===== config.mk =====
export PLATFORM = sky130hd
export DESIGN_NAME = dino_obstacle_ctrl
export DESIGN_NICKNAME = d
export VERILOG_FILES = /design/src/rtl/dino_pkg.sv /design/src/rtl/dino_tick_gen.sv /design/src/rtl/dino_obstacle_ctrl.sv
export SDC_FILE = /design/constraint.sdc
export NUM_CORES = 1
export LEC_CHECK = 0
export ABC_AREA = 1
export BUFFER_PORTS_ARGS = -buffer_cell sky130_fd_sc_hd__buf_2
export CAP_MARGIN = 20
export CORE_MARGIN = 2
export CORE_UTILIZATION = 25
export CTS_CLUSTER_SIZE = 28
export DETAILED_ROUTE_END_ITERATION = 16
export PLACE_DENSITY = 0.38
export RECOVER_POWER = 100
export SYNTH_ARGS = -nofsm -noshare
export SYNTH_HDL_FRONTEND = slang
export SYNTH_SLANG_ARGS = --single-unit

===== constraint.sdc =====
create_clock -name clk -period 3.25 [get_ports clk]
set_clock_uncertainty 0.2 [all_clocks]
set_input_delay 0.325 -clock clk [delete_from_list [all_inputs] [get_ports clk]]
set_output_delay 0.325 -clock clk [all_outputs]
set_load 0.03 [all_outputs]

===== src/rtl/dino_pkg.sv =====
// Shared types and screen/sprite geometry for the dino obstacle controller.
package dino_pkg;

  typedef enum logic [1:0] {
    IDLE = 2'd0,
    RUN  = 2'd1,
    OVER = 2'd2
  } game_state_t;

  localparam int unsigned SCREEN_W = 320;
  localparam int unsigned GROUND_Y = 151;
  localparam int unsigned DINO_X   = 40;
  localparam int unsigned DINO_W   = 16;
  localparam int unsigned OBST_W   = 8;
  localparam int unsigned OBST_H   = 20;

  localparam int unsigned OBSTX_W  = 9;
  localparam int unsigned SCORE_W  = 10;

endpackage


===== src/rtl/dino_tick_gen.sv =====
// Frame tick divider: counts clk cycles while enabled, pulses tick for one
// cycle every DIV cycles. Synchronous clear forces the count back to 0.
module dino_tick_gen #(
  parameter int unsigned DIV = 200000
) (
  input  logic clk,
  input  logic nRst,
  input  logic en,
  input  logic clr,
  output logic tick
);

  localparam int unsigned CNT_W = (DIV > 1) ? $clog2(DIV) : 1;
  localparam logic [CNT_W-1:0] LAST = CNT_W'(DIV - 1);

  logic [CNT_W-1:0] cnt;

  assign tick = en && !clr && (cnt == LAST);

  // Cycle counter, wraps to 0 on the tick cycle.
  always_ff @(posedge clk or negedge nRst) begin
    if (!nRst) begin
      cnt <= '0;
    end else if (clr) begin
      cnt <= '0;
    end else if (en) begin
      cnt <= tick ? '0 : cnt + CNT_W'(1);
    end
  end

endmodule


===== src/rtl/dino_obstacle_ctrl.sv =====
// Obstacle scroller, collision detector, score keeper and game FSM for the
// dino game. Optional macro SPEEDUP_EN: obstacle step grows by 1 every
// 8 points, capped at 2*SPEED.
module dino_obstacle_ctrl
  import dino_pkg::*;
#(
  parameter int unsigned TICK_DIV = 200000,
  parameter int unsigned SPEED    = 2
) (
  input  logic                clk,
  input  logic                nRst,
  input  logic                button,
  input  logic [7:0]          dinoY,
  output logic [OBSTX_W-1:0]  obstX,
  output logic [SCORE_W-1:0]  score,
  output logic [1:0]          state,
  output logic                game_over,
  output logic                hit
);

  localparam logic [OBSTX_W-1:0] X_START   = OBSTX_W'(SCREEN_W - 1);
  localparam logic [OBSTX_W-1:0] STEP_BASE = OBSTX_W'(SPEED);
  localparam logic [9:0]         DINO_L    = 10'(DINO_X);
  localparam logic [9:0]         DINO_R    = 10'(DINO_X + DINO_W - 1);
  localparam logic [9:0]         OBST_EXT  = 10'(OBST_W - 1);
  localparam logic [8:0]         Y_LIMIT   = 9'(GROUND_Y + OBST_H);
  localparam logic [SCORE_W-1:0] SCORE_MAX = '1;

  game_state_t          state_q, state_d;
  logic [OBSTX_W-1:0]   obstx_q, obstx_d;
  logic [SCORE_W-1:0]   score_q, score_d;
  logic                 hit_q, hit_d;
  logic                 button_q;
  logic                 rise;
  logic                 tick;
  logic                 collide;
  logic [OBSTX_W-1:0]   step;

`ifdef SPEEDUP_EN
  localparam logic [OBSTX_W-1:0] STEP_MAX = OBSTX_W'(2 * SPEED);
  logic [OBSTX_W-1:0]   step_q, step_d;
  assign step = step_q;
`else
  assign step = STEP_BASE;
`endif

  assign rise = button & ~button_q;

  // Overlap at 10 bits so obstX+OBST_W-1 cannot wrap; height at 9 bits.
  assign collide = ({1'b0, obstx_q} <= DINO_R) &&
                   (({1'b0, obstx_q} + OBST_EXT) >= DINO_L) &&
                   ({1'b0, dinoY} < Y_LIMIT);

  dino_tick_gen #(
    .DIV (TICK_DIV)
  ) u_tick (
    .clk  (clk),
    .nRst (nRst),
    .en   (state_q == RUN),
    .clr  (state_q != RUN),
    .tick (tick)
  );

  // Next-state, obstacle motion, collision and scoring.
  always_comb begin
    state_d = state_q;
    obstx_d = obstx_q;
    score_d = score_q;
    hit_d   = 1'b0;
`ifdef SPEEDUP_EN
    step_d  = step_q;
`endif
    case (state_q)
      IDLE: begin
        obstx_d = X_START;
        score_d = '0;
        if (rise) begin
          state_d = RUN;
`ifdef SPEEDUP_EN
          step_d  = STEP_BASE;
`endif
        end
      end
      RUN: begin
        if (tick) begin
          if (collide) begin
            state_d = OVER;
            hit_d   = 1'b1;
          end else if (obstx_q >= step) begin
            obstx_d = obstx_q - step;
          end else begin
            obstx_d = X_START;
            if (score_q != SCORE_MAX) begin
              score_d = score_q + SCORE_W'(1);
`ifdef SPEEDUP_EN
              if ((score_d[2:0] == 3'd0) && (step_q < STEP_MAX))
                step_d = step_q + OBSTX_W'(1);
`endif
            end
          end
        end
      end
      OVER: begin
        if (rise) begin
          state_d = RUN;
          obstx_d = X_START;
          score_d = '0;
`ifdef SPEEDUP_EN
          step_d  = STEP_BASE;
`endif
        end
      end
      default: state_d = IDLE;
    endcase
  end

  // State and datapath registers.
  always_ff @(posedge clk or negedge nRst) begin
    if (!nRst) begin
      state_q  <= IDLE;
      obstx_q  <= X_START;
      score_q  <= '0;
      hit_q    <= 1'b0;
      button_q <= 1'b0;
`ifdef SPEEDUP_EN
      step_q   <= STEP_BASE;
`endif
    end else begin
      state_q  <= state_d;
      obstx_q  <= obstx_d;
      score_q  <= score_d;
      hit_q    <= hit_d;
      button_q <= button;
`ifdef SPEEDUP_EN
      step_q   <= step_d;
`endif
    end
  end

  assign obstX     = obstx_q;
  assign score     = score_q;
  assign state     = state_q;
  assign game_over = (state_q == OVER);
  assign hit       = hit_q;

endmodule


==> results.md <==
* Sequential-to-total area share from yosys stat at 40.6%
* Io pins at 34
* Last element of the critical path: score[7]
* P_int at 0.000694 W
* DR WL/cell at 12.6 um
* DRT iter0 DRCs at 86
* Yosys cell types at 34
* Post-cts sizing count at 0
* Syn avg cell area at 7.32 um2
* Crit-path most repeated cell: nand2_1
* Htree depth at 2
* Diodes inserted at 0
* Pin slew with the least headroom to its limit at 1.25 ns
* Final Non-Filler Cells at 522
* Reg power frac at 56.5%
* # DRC at 0
* Crit Path Class: reg2reg
* Placed cells at 511
* Pins Over Slew Limit at 0
* Synth Flop Type: dfrtp_1
* Number of synthesized register bits at 41
* Die H at 105 um
* Multi-input gate area at 1320 um2
* Post-DP HPWL at 4.71 mm
* Total power per unit cell area at 308 nW/um2
* Initial antenna violation count at 0
* Final setup TNS at 0 ns
* Num rows at 36
* Post-synth EDFFs at 0
* Leakage power at 1.39 nW
* FF/Latch Area at 1030 um2
* R2r endpoint: score[7]
* Mapped Cells at 348
* Worst path cell trace: ha_1 > nand3_1 > nor2_2 > nand3_1 > nand2_1 > inv_1 > nor2_4 > nand2_2 > nand2_1 > nand2_1
* Worst hold path type: reg2reg
* Dpl ws at 0.923 ns
* DIE WIDTH at 105 um
* Netlist Area Pre-Place at 2550 um2
* Most instantiated cells after synthesis: 97 x nand2_1, 55 x nor2_1, 37 x nand3_1, 34 x dfrtp_1, 30 x inv_1
* PortBufs at 33
* Number of global-route vias before repair at 2227
* FF-to-FF Start: u_tick.cnt[0]
* Synth top area share at 33.4%
* Critical Path Start Type: flop
* Design area at 2940 um2
* Sw frac at 23.2%
* Fin crit share at 79.8%
* Async S/R FF share, synth at 100%
* Root Driver: clkbuf_8
* Synth Warn # at 0
* MaxCap Viol Count at 0
* Final Hold Viols at 0
* Crit path largest cell delay at 0.44 ns
* GRT Overall Usage at 12.5%
* GP Congestion at 0.798
* Logic pwr share at 3.0%
* Initial Util at 26.0%
* Clk sinks at 41
* Critical Path RT at 3.24 ns
* DRT Pass-1 Iters at 4
* Clock latency on the worst-skew pair at 0.30 ns
* Final core utilization at 29.9%
* Area Growth Syn to Fin at 15.2%
* Antenna-violating nets left at 0
* Post-Syn Nets at 364
* Worst Path Max Fanout at 12
* Placed cell areas at 2860 um2
* Layout cells sized above 1 at 10.8%
* Synth area leader: dfrtp_1
* DIE AREA at 11000 um2
* Via Count at 2311
* Fillers at 1102
* Levels on crit path at 10
* Final setup fails at 0
* Grt total ovfl at 0
* Worst Reg2Reg Path Length in Cells at 10
* CTS clk-pin slew, worst paths at 0.08 ns
* CTS Buf Count at 5
* Vias per cell at 4.43
* Critical path's top delay family: simple AND/OR/NAND/NOR gates
* CP max stage cell: dfrtp_1
* Maximum vdd drop at 0.137 mV
* RSZ-0062 raised after global routing: false
* Nets at 404
* Drt total wl at 6.57 mm
* Fin crit period at 2.59 ns
* Crit. End Element: flop
* CP arrival at 2.58 ns
* Most frequent cell after synthesis: nand2_1
* Normalized max-slew margin at 16.8%
* Max Freq at 0.385 GHz
* P_sw at 0.000210 W
* Clock power frac at 40.5%
* Crit path launch: u_tick.cnt[0]
* First-pass GRT wire length at 11.0 mm
* Reg2reg setup slack at 0.66 ns
* Post-route setup slack at 0.655 ns
* CTS tree: built
* Synth area leaders: dfrtp_1 33%, nand2_1 14%, nor2_1 8.1%, nand3_1 7.3%, dfstp_2 7.2%
* Clk buf depth at 2
* Crit path buf inv count at 1
* Largest net degree at the start of global routing at 42
* Status: finished, final reports clean
* Core Region at 9820 um2
-- cell type report --
| cell class | instances | area share [%] |
|---|---|---|
| clock buffer | 7 | 2.94 |
| clock inverter | 1 | 0.256 |
| inverter | 34 | 4.35 |
| multi-input combinational | 268 | 45.0 |
| sequential | 41 | 35.3 |
| tap | 133 | 5.67 |
| timing repair buffer | 38 | 6.56 |
-- state kept, by name (all words and copies together) (netlist names) --
name / cells
button_q: 1
hit: 1
obstX: 9
score: 10
state: 2
u_tick.cnt: 18
-- timing repair --
item                                   in CTS  in global routing
buffers inserted                            0                  0
hold buffers                                1                  1
endpoints found under the hold margin       1                 11
-- tightest hold or removal path, stage by stage, from the launching register on --
cell and delay, ns:
dfstp_2 0.39, nand2_1 0.06, nand2_1 0.04
-- placed cells by master, fill, tap and decap left out, types with 3 or more instances in the layout --
| cell | n |
|---|---|
| a21oi_1 | 8 |
| buf_2 | 8 |
| clkbuf_1 | 27 |
| clkbuf_8 | 6 |
| dfrtp_1 | 34 |
| dfstp_2 | 6 |
| ha_1 | 5 |
| inv_1 | 31 |
| inv_2 | 3 |
| nand2_1 | 98 |
| nand2_2 | 6 |
| nand3_1 | 39 |
| nand4_1 | 10 |
| nor2_1 | 56 |
| nor3_1 | 5 |
| nor3b_1 | 4 |
| o21ai_0 | 9 |
| xor2_1 | 6 |
-- worst min path at each step --
stage,cells past startpoint,end,from,slack [ns]
after floorplan,0,button_q,nRst,-0.17
after global placement,1,button_q,button,0.25
after detailed placement,1,button_q,button,0.25
after CTS,1,button_q,nRst,0.03
after global routing,2,obstX[8],obstX[8],0.32
final,2,obstX[8],obstX[8],0.29
-- power groups by stage --
stage                logic (W)  clock network [W]  registers [W]
detailed placement   0.0000236                  0       0.000521
floorplan           0.00000462                  0       0.000521
CTS                  0.0000242           0.000387       0.000511
global placement     0.0000229                  0       0.000521
global route         0.0000320           0.000412       0.000511
finish               0.0000270           0.000367       0.000511
-- metal layers --
layer  GRT usage [%]  wire length (um)  vias up
met5               0                 0        -
met4            4.67               106        0
met3            2.50               229        7
met2            20.4              3040       43
met1            16.4              3190     1065
li1                -                 -     1196
-- kinds of logic after synthesis --
group	count (synthesis)	synth area share [%]
simple gates	232	42.9
flops	41	40.6
buf+inv	39	6.23
compound gates	23	5.06
xor+xnor	8	2.75
fa+ha+maj	5	2.45
-- per-stage QoR --
step / total power [W] / hold slack (ns)
floorplan: 0.000525 / -0.171
global placement: 0.000544 / 0.248
detailed placement: 0.000544 / 0.252
CTS: 0.000923 / 0.0252
global route: 0.000955 / 0.322
finish: 0.000905 / 0.291
No activity file was read; power rests on OpenSTA's default activity.
